[config.mk]
export PLATFORM = sky130hd
export DESIGN_NAME = fe_pattern_match
export DESIGN_NICKNAME = d
export VERILOG_FILES = /design/src/rtl/fe_pattern_match.sv
export SDC_FILE = /design/constraint.sdc
export NUM_CORES = 1
export LEC_CHECK = 0
export CORE_MARGIN = 2
export CORE_UTILIZATION = 45
export DETAILED_ROUTE_END_ITERATION = 8
export PLACE_DENSITY_LB_ADDON = 0.15
export SYNTH_ARGS = -nofsm -noshare
export SYNTH_HDL_FRONTEND = slang
export SYNTH_SLANG_ARGS = --single-unit
[constraint.sdc]
create_clock -name fe_clk -period 3 [get_ports fe_clk]
set_clock_uncertainty 0.1 [all_clocks]
set_input_delay 0.6 -clock fe_clk [delete_from_list [all_inputs] [get_ports fe_clk]]
set_output_delay 0.6 -clock fe_clk [all_outputs]
set_load 0.02 [all_outputs]
[src/rtl/fe_pattern_match.sv]
// fe_pattern_match: masked multi-byte trigger on the fe_capture pattern-match byte stream.
// Arms from an asynchronous level, fires once per arm, then holds capture enable until fe_capture stops.
module fe_pattern_match #(
  parameter int pBYTES       = 8,
  parameter int pDELAY_WIDTH = 20
) (
  input  logic                    fe_clk,
  input  logic                    reset_n,
  input  logic [7:0]              I_pm_data,
  input  logic                    I_pm_wr,
  input  logic [8*pBYTES-1:0]     I_pattern,
  input  logic [8*pBYTES-1:0]     I_mask,
  input  logic [3:0]              I_pattern_bytes,
  input  logic [pDELAY_WIDTH-1:0] I_trigger_delay,
  input  logic                    I_arm,
  input  logic                    I_capturing,
  output logic                    O_capture_enable,
  output logic                    O_match,
  output logic [2:0]              O_state
);

  // state   | meaning
  // IDLE    | disarmed, waiting for arm rising edge
  // ARMED   | searching the byte stream for the pattern
  // DELAY   | match seen, counting down the trigger delay
  // CAPTURE | capture enable asserted until fe_capture stops
  // DONE    | capture finished, holding until disarm
  typedef enum logic [2:0] {
    IDLE    = 3'd0,
    ARMED   = 3'd1,
    DELAY   = 3'd2,
    CAPTURE = 3'd3,
    DONE    = 3'd4
  } state_t;

  localparam int            CW        = $clog2(pBYTES + 1);
  localparam logic [CW-1:0] BYTES_MAX = CW'(pBYTES);

  (* ASYNC_REG = "TRUE" *) logic arm_meta;
  (* ASYNC_REG = "TRUE" *) logic arm_s;
  logic arm_d;
  logic arm_rise;

  always_ff @(posedge fe_clk or negedge reset_n) begin
    if (!reset_n) begin
      arm_meta <= 1'b0;
      arm_s    <= 1'b0;
      arm_d    <= 1'b0;
    end else begin
      arm_meta <= I_arm;
      arm_s    <= arm_meta;
      arm_d    <= arm_s;
    end
  end

  assign arm_rise = arm_s & ~arm_d;

  // Quasi-static configuration, only changed by software while disarmed
  logic [8*pBYTES-1:0]     pat_r;
  logic [8*pBYTES-1:0]     mask_r;
  logic [CW-1:0]           nbytes_r;
  logic [pDELAY_WIDTH-1:0] delay_r;
  logic [CW-1:0]           nbytes_c;

  assign nbytes_c = (I_pattern_bytes > 4'(pBYTES)) ? BYTES_MAX : CW'(I_pattern_bytes);

  always_ff @(posedge fe_clk or negedge reset_n) begin
    if (!reset_n) begin
      pat_r    <= '0;
      mask_r   <= '0;
      nbytes_r <= '0;
      delay_r  <= '0;
    end else begin
      pat_r    <= I_pattern;
      mask_r   <= I_mask;
      nbytes_r <= nbytes_c;
      delay_r  <= I_trigger_delay;
    end
  end

  logic [8*pBYTES-1:0] sr;
  logic [CW-1:0]       byte_cnt;
  logic                new_r;

  always_ff @(posedge fe_clk or negedge reset_n) begin
    if (!reset_n) begin
      sr       <= '0;
      byte_cnt <= '0;
      new_r    <= 1'b0;
    end else begin
      new_r <= I_pm_wr;
      if (arm_rise) begin
        sr       <= '0;
        byte_cnt <= '0;
      end else if (I_pm_wr) begin
        sr <= {sr[8*pBYTES-9:0], I_pm_data};
        if (byte_cnt != BYTES_MAX)
          byte_cnt <= byte_cnt + 1'b1;
      end
    end
  end

  // Byte 0 of sr is the most recent byte, lined up with byte 0 of the pattern
  logic hit;

  always_comb begin
    hit = (byte_cnt >= nbytes_r);
    for (int i = 0; i < pBYTES; i++) begin
      if ((i < int'(nbytes_r)) &&
          (((sr[8*i +: 8] ^ pat_r[8*i +: 8]) & mask_r[8*i +: 8]) != 8'h00))
        hit = 1'b0;
    end
  end

  state_t                  state;
  logic [pDELAY_WIDTH-1:0] dly_cnt;

  always_ff @(posedge fe_clk or negedge reset_n) begin
    if (!reset_n) begin
      state            <= IDLE;
      dly_cnt          <= '0;
      O_match          <= 1'b0;
      O_capture_enable <= 1'b0;
    end else begin
      O_match <= 1'b0;
      if (!arm_s) begin
        state            <= IDLE;
        O_capture_enable <= 1'b0;
      end else begin
        case (state)
          IDLE: begin
            if (arm_rise)
              state <= ARMED;
          end
          ARMED: begin
            if ((nbytes_r == '0) || (new_r && hit)) begin
              O_match <= 1'b1;
              dly_cnt <= delay_r;
              if (delay_r == '0) begin
                state            <= CAPTURE;
                O_capture_enable <= 1'b1;
              end else begin
                state <= DELAY;
              end
            end
          end
          DELAY: begin
            if (dly_cnt == pDELAY_WIDTH'(1)) begin
              state            <= CAPTURE;
              O_capture_enable <= 1'b1;
            end else begin
              dly_cnt <= dly_cnt - 1'b1;
            end
          end
          CAPTURE: begin
            if (!I_capturing) begin
              state            <= DONE;
              O_capture_enable <= 1'b0;
            end
          end
          DONE: begin
            state <= DONE;
          end
          default: begin
            state            <= IDLE;
            O_capture_enable <= 1'b0;
          end
        endcase
      end
    end
  end

  assign O_state = state;

endmodule
# --- Yosys cells after proc, flatten, opt, wreduce, memory -nomap -nowiden ---
# Index checks and enable logic that the tools add are counted.
classes:
  n_eq_ne: 14
  mul: 0
  shift: 0
  n_reduce_logical: 29
  add_sub_neg: 2
  muxes: 33
  magnitude_cmp: 10
  div_mod_pow: 0
  n_bitwise: 18
op_table:
  columns: ["operator", "count"]
  rows:
  - ["64-bit two-way mux", 2]
  - ["8-bit AND", 8]
  - ["8-bit nonzero test", 8]
  - ["8-bit XOR", 8]
  - ["20-bit two-way mux", 2]
  - ["20-bit one-hot mux with 2 select lines", 1]
  - ["20-bit by 1-bit == test with 1-bit output, second input constant", 1]
  - ["20-bit zero test", 1]
  - ["20-bit by 1-bit subtractor with 20-bit output, second input constant", 1]
  - ["1-bit two-way mux", 17]
  - ["3-bit by 4-bit less-than comparator with 1-bit output, first input constant", 4]
  - ["4-bit two-way mux", 4]
  - ["3-bit two-way mux", 5]
  - ["3-bit != test, second input constant", 5]
  - ["3-bit one-hot mux with 5 select lines", 1]
  - ["1-bit logical AND", 9]
  - ["1-bit by 4-bit less-than comparator with 1-bit output, first input constant", 2]
  - ["2-bit by 4-bit less-than comparator with 1-bit output, first input constant", 2]
  - ["4-bit AND reduction", 2]
  - ["3-bit by 2-bit == test with 1-bit output, second input constant", 2]
  - ["2-bit != test, second input constant", 3]
  - ["2-bit nonzero test", 3]
  - ["5-bit AND reduction", 1]
  - ["4-bit by 1-bit adder with 4-bit output, second input constant", 1]
  - ["13 further kinds", 13]
totals:
  latchBits: 0
  wordCells: 120
  n_memories: 0
  rom_bits: 0
  ram_bits: 0
  in_bits: 165
  register_bits: 249

# --- Logic depth before layout (Yosys ltp) ---
logic_depth:
  ltp_word: 17
  mapped_depth: 11
  depth_no_buf: 10

# --- Worst setup path after synthesis ---
# OpenSTA, ideal clock, no wires.
synth_path:
  kind: "reg-to-reg"
  startpoint: "reg sr[14]"
  endpoint: "reg dly_cnt[16]"
  t_required_ns: 2.776
  stages_incl_launch_ff: 10
  t_arrival_ns: 2.134
  synth_period_minus_slack_ns: 2.358
  path_buffers: 1
  setup_time_ns: 0.124
  setup_slack_ns: 0.642
  cell_sequence: "dfrtp_1 -> xor2_1 -> a22oi_1 -> nand4_1 -> a222oi_1 -> nand4_1 -> o22ai_4 -> buf_4 -> o221ai_1 -> o2bb2ai_1"
synth_between:
  elab_chain_cells: 15
synth_rtl:
  columns: ["element", "line_no", "text"]
  rows:
  - ["from (decl)", "81", "logic [8*pBYTES-1:0] sr;"]
  - ["from (signal assigned)", "96", "sr <= {sr[8*pBYTES-9:0], I_pm_data};"]
  - ["8-bit XOR", "110", "(((sr[8*i +: 8] ^ pat_r[8*i +: 8]) & mask_r[8*i +: 8]) != 8'h00))"]
  - ["8-bit AND", "110", null]
  - ["8-bit nonzero test", "110", null]
  - ["1-bit logical AND", "109", "if ((i < int'(nbytes_r)) &&"]
  - ["1-bit two-way mux (7 in series)", "109", null]
  - ["1-bit logical AND", "136", "if ((nbytes_r == '0) || (new_r && hit)) begin"]
  - ["1-bit logical OR", "136", null]
  - ["2-bit != test (no line)", null, null]
  - ["4-bit AND reduction (no line)", null, null]
  - ["to (signal assigned)", "138", "dly_cnt <= delay_r;"]
  - ["to (signal assigned)", "152", "dly_cnt <= dly_cnt - 1'b1;"]
  - ["to (decl)", "116", "logic [pDELAY_WIDTH-1:0] dly_cnt;"]
# No other way between the ends.
# A chain may end at the register's enable or synchronous reset.

# --- Final worst setup path ---
layout_path:
  startpoint: "reg sr[20]"
  endpoint: "reg dly_cnt[8]"
layout_between:
  elab_chain_cells: 14
layout_rtl:
  columns: ["element", "line_no"]
  rows:
  - ["8-bit XOR", "110"]
  - ["8-bit AND", "110"]
  - ["8-bit nonzero test", "110"]
  - ["1-bit logical AND", "109"]
  - ["1-bit two-way mux (6 in series)", "109"]
  - ["1-bit logical AND", "136"]
  - ["1-bit logical OR", "136"]
  - ["2-bit != test (no line)", null]
  - ["4-bit AND reduction (no line)", null]
# No other way between the ends.

==> run_results.csv <==
group,metric,value,unit
route,vias,6206,
global_route,grt-ovfl-total,0,
synthesis,synth_top_area_cell,"dfrtp_1",
floorplan,die_w,148.4,um
power_and_ir_drop,p_sw,2.029,mW
synthesis,synthArstFlopShare,1.000,
power_and_ir_drop,pwr-share-comb,0.109,
power_and_ir_drop,power_frac_seq,0.460,
timing,maxSlewViolCount,0,
timing,fmax,0.3670,GHz
power_and_ir_drop,pwr-share-clk,0.431,
synthesis,synth_nets,896,
synthesis,synth_flop_cell,"dfrtp_1",
critical_path,cp_data_required_time,3.33,ns
clock_network,cts_sinks,249,
clock_network,cts_root_buf,"clkbuf_16",
critical_path,arrival,3.05,ns
route,wirelength,21500,um
synthesis,avgSynthCellArea,12.97,um^2
cells_and_area,drive_gt1_frac,0.07551,
timing,hold_viol,0,
route,vias_per_cell,5.185,
job,maxCapViolations,0,
cells_and_area,final_area,0.01247,mm^2
power_and_ir_drop,p_leak,5.712,nW
critical_path,worstPathCellList,"xor2_1 > a22oi_1 > nand4_1 > a222oi_1 > nand4_1 > o22ai_4 > buf_4 > o221ai_1 > o2bb2ai_1",
hold_path,worst_hold_path_type,"reg2reg",
hold_path,hold_start,"arm_meta$_DFF_PN0_",
clock_network,htreeDepth,1,
critical_path,cpMaxStageDelayCell,"dfrtp_1",
critical_path,ff2ff_path_depth,9,
global_route,antenna_found_initial,0,
power_and_ir_drop,p_int,6.408,mW
floorplan,pin_count,170,
power_and_ir_drop,switching_share,0.2405,
critical_path,r2r_start,"sr[20]$_DFFE_PN0P_",
cells_and_area,diodes,0,
clock_network,clock_tree.buffer_depth,3,
timing,rsz0062_at_grt,"no",
critical_path,crit_path_end_kind,"register",
synthesis,synth_edf_count,0,
critical_path,cp_max_fo,10,
hold_path,hold_end,"arm_s$_DFF_PN0_",
route,wl_per_cell,17.96,um
route,drc_errors,0,
cells_and_area,nFillCells,1599,
power_and_ir_drop,p_per_area,676.4,mW/mm^2
synthesis,yosys-top-cells-area,"dfrtp_1 (66%), mux2i_1 (7.0%), xor2_1 (6.1%)",
placed_design,dpl_cell_area,0.01147,mm^2
route,drtAntennaViolNets,0,
global_route,grt_busiest_layer,"met2",
synthesis,yosysTopAreaCellShare,0.6644,
cells_and_area,num-nets-final,1080,
timing,setup_viol,0,
route,drt_iter0_markers,372,
cells_and_area,syn2layout_area_growth,33.02,%
clock_network,cts_tree,"built",
synthesis,synth_most_common_cell,"dfrtp_1",
placed_design,io_buffers,169,
timing,finalSetupTns,0,ns
synthesis,ys_types,41,
floorplan,start_util,0.4605,
floorplan,rows,52,
global_route,grt_use_met3,0.03190,
floorplan,dieArea,0.02201,mm^2
power_and_ir_drop,ir_worst_vdd,0.0005257,V
critical_path,critPathMostFrequentCell,"nand4_1",
synthesis,yosys_warnings,0,
floorplan,coreArea,0.02036,mm^2
placed_design,placedCellCount,1147,
global_route,grtUsageTotal,0.1997,
critical_path,r2r_end,"dly_cnt[8]$_DFFE_PN0P_",
synthesis,synth_common_cells,"dfrtp_1 (249), nor2_1 (86), mux2i_1 (66)",
floorplan,die_h,148.4,um
clock_network,clk_latency,0.54,ns
synthesis,synth-seq-area-share,0.6644,
critical_path,startpoint_type,"register",
route,dr.pass1.iters,6,
timing,tightest_slew,0.7958,ns
placed_design,place_hpwl,15090,um
critical_path,slowest_delay,0.44,ns
synthesis,synthCells,723,
clock_network,cts_made_buffers,27,
global_route,grt_pass1_vias,6565,
clock_network,cts_resized,0,
synthesis,synth_seq_cells,249,
critical_path,regToRegSetupSlack,0.28,ns
global_route,grt_pass1_wl,34770,um
cells_and_area,instances_no_fill,1197,
placed_design,place_congestion,0.8300,
timing,finalWorstSetupSlack,0.2754,ns
global_route,gr-usage-met1,0.2782,
timing,fin_crit,2.725,ns
timing,slew_headroom,0.4684,
placed_design,pre_cts_ws,0.2641,ns
global_route,grt_start_max_net_pins,79,
critical_path,worstSetupPathType,"reg2reg",
timing,period_share,0.9082,
global_route,met2_usage,0.3271,
clock_network,path_clk_slew,0.06,ns
status,status,"complete, no violations",
hold_path,hold_depth,0,
synthesis,synth_area,0.009378,mm^2
## per-stage QoR
stage / utilization / hold slack, ns / total power [mW]
global route: 0.6126 / 0.2536 / 8.815
CTS: 0.6126 / 0.2480 / 8.541
detailed placement: 0.5631 / 0.2355 / 4.857
finish: 0.6126 / 0.2457 / 8.437
floorplan: - / 0.2044 / 4.355
global placement: 0.5631 / 0.2365 / 4.809
## what timing repair did
item,4_1_cts,5_1_grt
hold buffers,1,0
hold endpoints to repair,74,0
setup buffers,0,0
## worst max-delay path by stage
stage	from	to	slack (ns)	cells after the start
after floorplan	sr[14]$_DFFE_PN0P_	dly_cnt[16]$_DFFE_PN0P_	0.64	9
after global placement	sr[9]$_DFFE_PN0P_	dly_cnt[8]$_DFFE_PN0P_	0.32	9
after detailed placement	sr[9]$_DFFE_PN0P_	dly_cnt[9]$_DFFE_PN0P_	0.26	9
after CTS	sr[9]$_DFFE_PN0P_	dly_cnt[8]$_DFFE_PN0P_	0.25	9
after global routing	sr[14]$_DFFE_PN0P_	dly_cnt[9]$_DFFE_PN0P_	0.03	9
final	sr[20]$_DFFE_PN0P_	dly_cnt[8]$_DFFE_PN0P_	0.28	9
## state kept, by name, indices dropped and copies added, names as in the netlist
| register | count |
|---|---|
| nbytes_r | 4 |
| pat_r | 64 |
| arm_d | 1 |
| O_capture_enable | 1 |
| delay_r | 20 |
| O_state | 3 |
| byte_cnt | 4 |
| O_match | 1 |
| new_r | 1 |
| dly_cnt | 20 |
| arm_s | 1 |
| mask_r | 64 |
| arm_meta | 1 |
| sr | 64 |
## power by group through the flow
stage | logic [mW] | registers [mW] | clock network (mW)
floorplan | 0.497 | 3.86 | 0
global route | 1.04 | 3.92 | 3.86
global placement | 0.885 | 3.92 | 0
finish | 0.919 | 3.88 | 3.64
CTS | 0.933 | 3.88 | 3.73
detailed placement | 0.919 | 3.94 | 0
## cell families (layout without fill, tap and decap cells)
kind of cell	count (synthesis)	after routing	synth area share
multiplexers	66	66	0.07045
buffers and inverters	43	247	0.01854
AO/OA/AOI/OAI	125	125	0.09286
AND/OR/NAND/NOR	165	165	0.08045
flip-flops	249	249	0.6644
adder cells (fa/ha/maj)	8	8	0.01067
XOR/XNOR	67	67	0.06258
## layer usage
layer  part of all wire  routed length [um]
met1               0.44                9392
met2               0.48               10340
met3              0.052                1116
met4              0.030                 655
met5                  0                   0
## critical path: cells and delay by family, from the launching register on
| kind | cells | cell delay, ns |
|---|---|---|
| AND/OR/NAND/NOR | 2 | 0.44 |
| flip-flops | 1 | 0.44 |
| buffers and inverters | 1 | 0.23 |
| XOR/XNOR | 1 | 0.19 |
| AO/OA/AOI/OAI | 5 | 1.22 |
## cell type report
cell class	instances	area, um^2	area share
clock buffers	33	738.2	0.05918
multi-input cells	431	2980	0.2389
well taps	270	337.8	0.02708
inverters	13	48.80	0.003912
flip-flops and latches	249	6231	0.4995
clock inverters	16	259.0	0.02076
repair buffers	185	1879	0.1507
## cell usage in the layout, fill, tap and decap left out, types with 10 or more instances in the layout
master | Yosys | final
mux2i_1 | 66 | 66
clkdlybuf4s50_1 | 0 | 167
dfrtp_1 | 249 | 249
nand4_1 | 11 | 11
inv_1 | 13 | 13
a22oi_1 | 33 | 33
o21ai_0 | 19 | 19
nor4_1 | 10 | 10
nand2_1 | 19 | 19
o2bb2ai_1 | 16 | 16
buf_4 | 1 | 11
a21oi_1 | 29 | 29
nor2_1 | 86 | 86
nor3_1 | 13 | 13
xor2_1 | 65 | 65
clkbuf_16 | 0 | 27
Power figures use the tool's default switching activity.
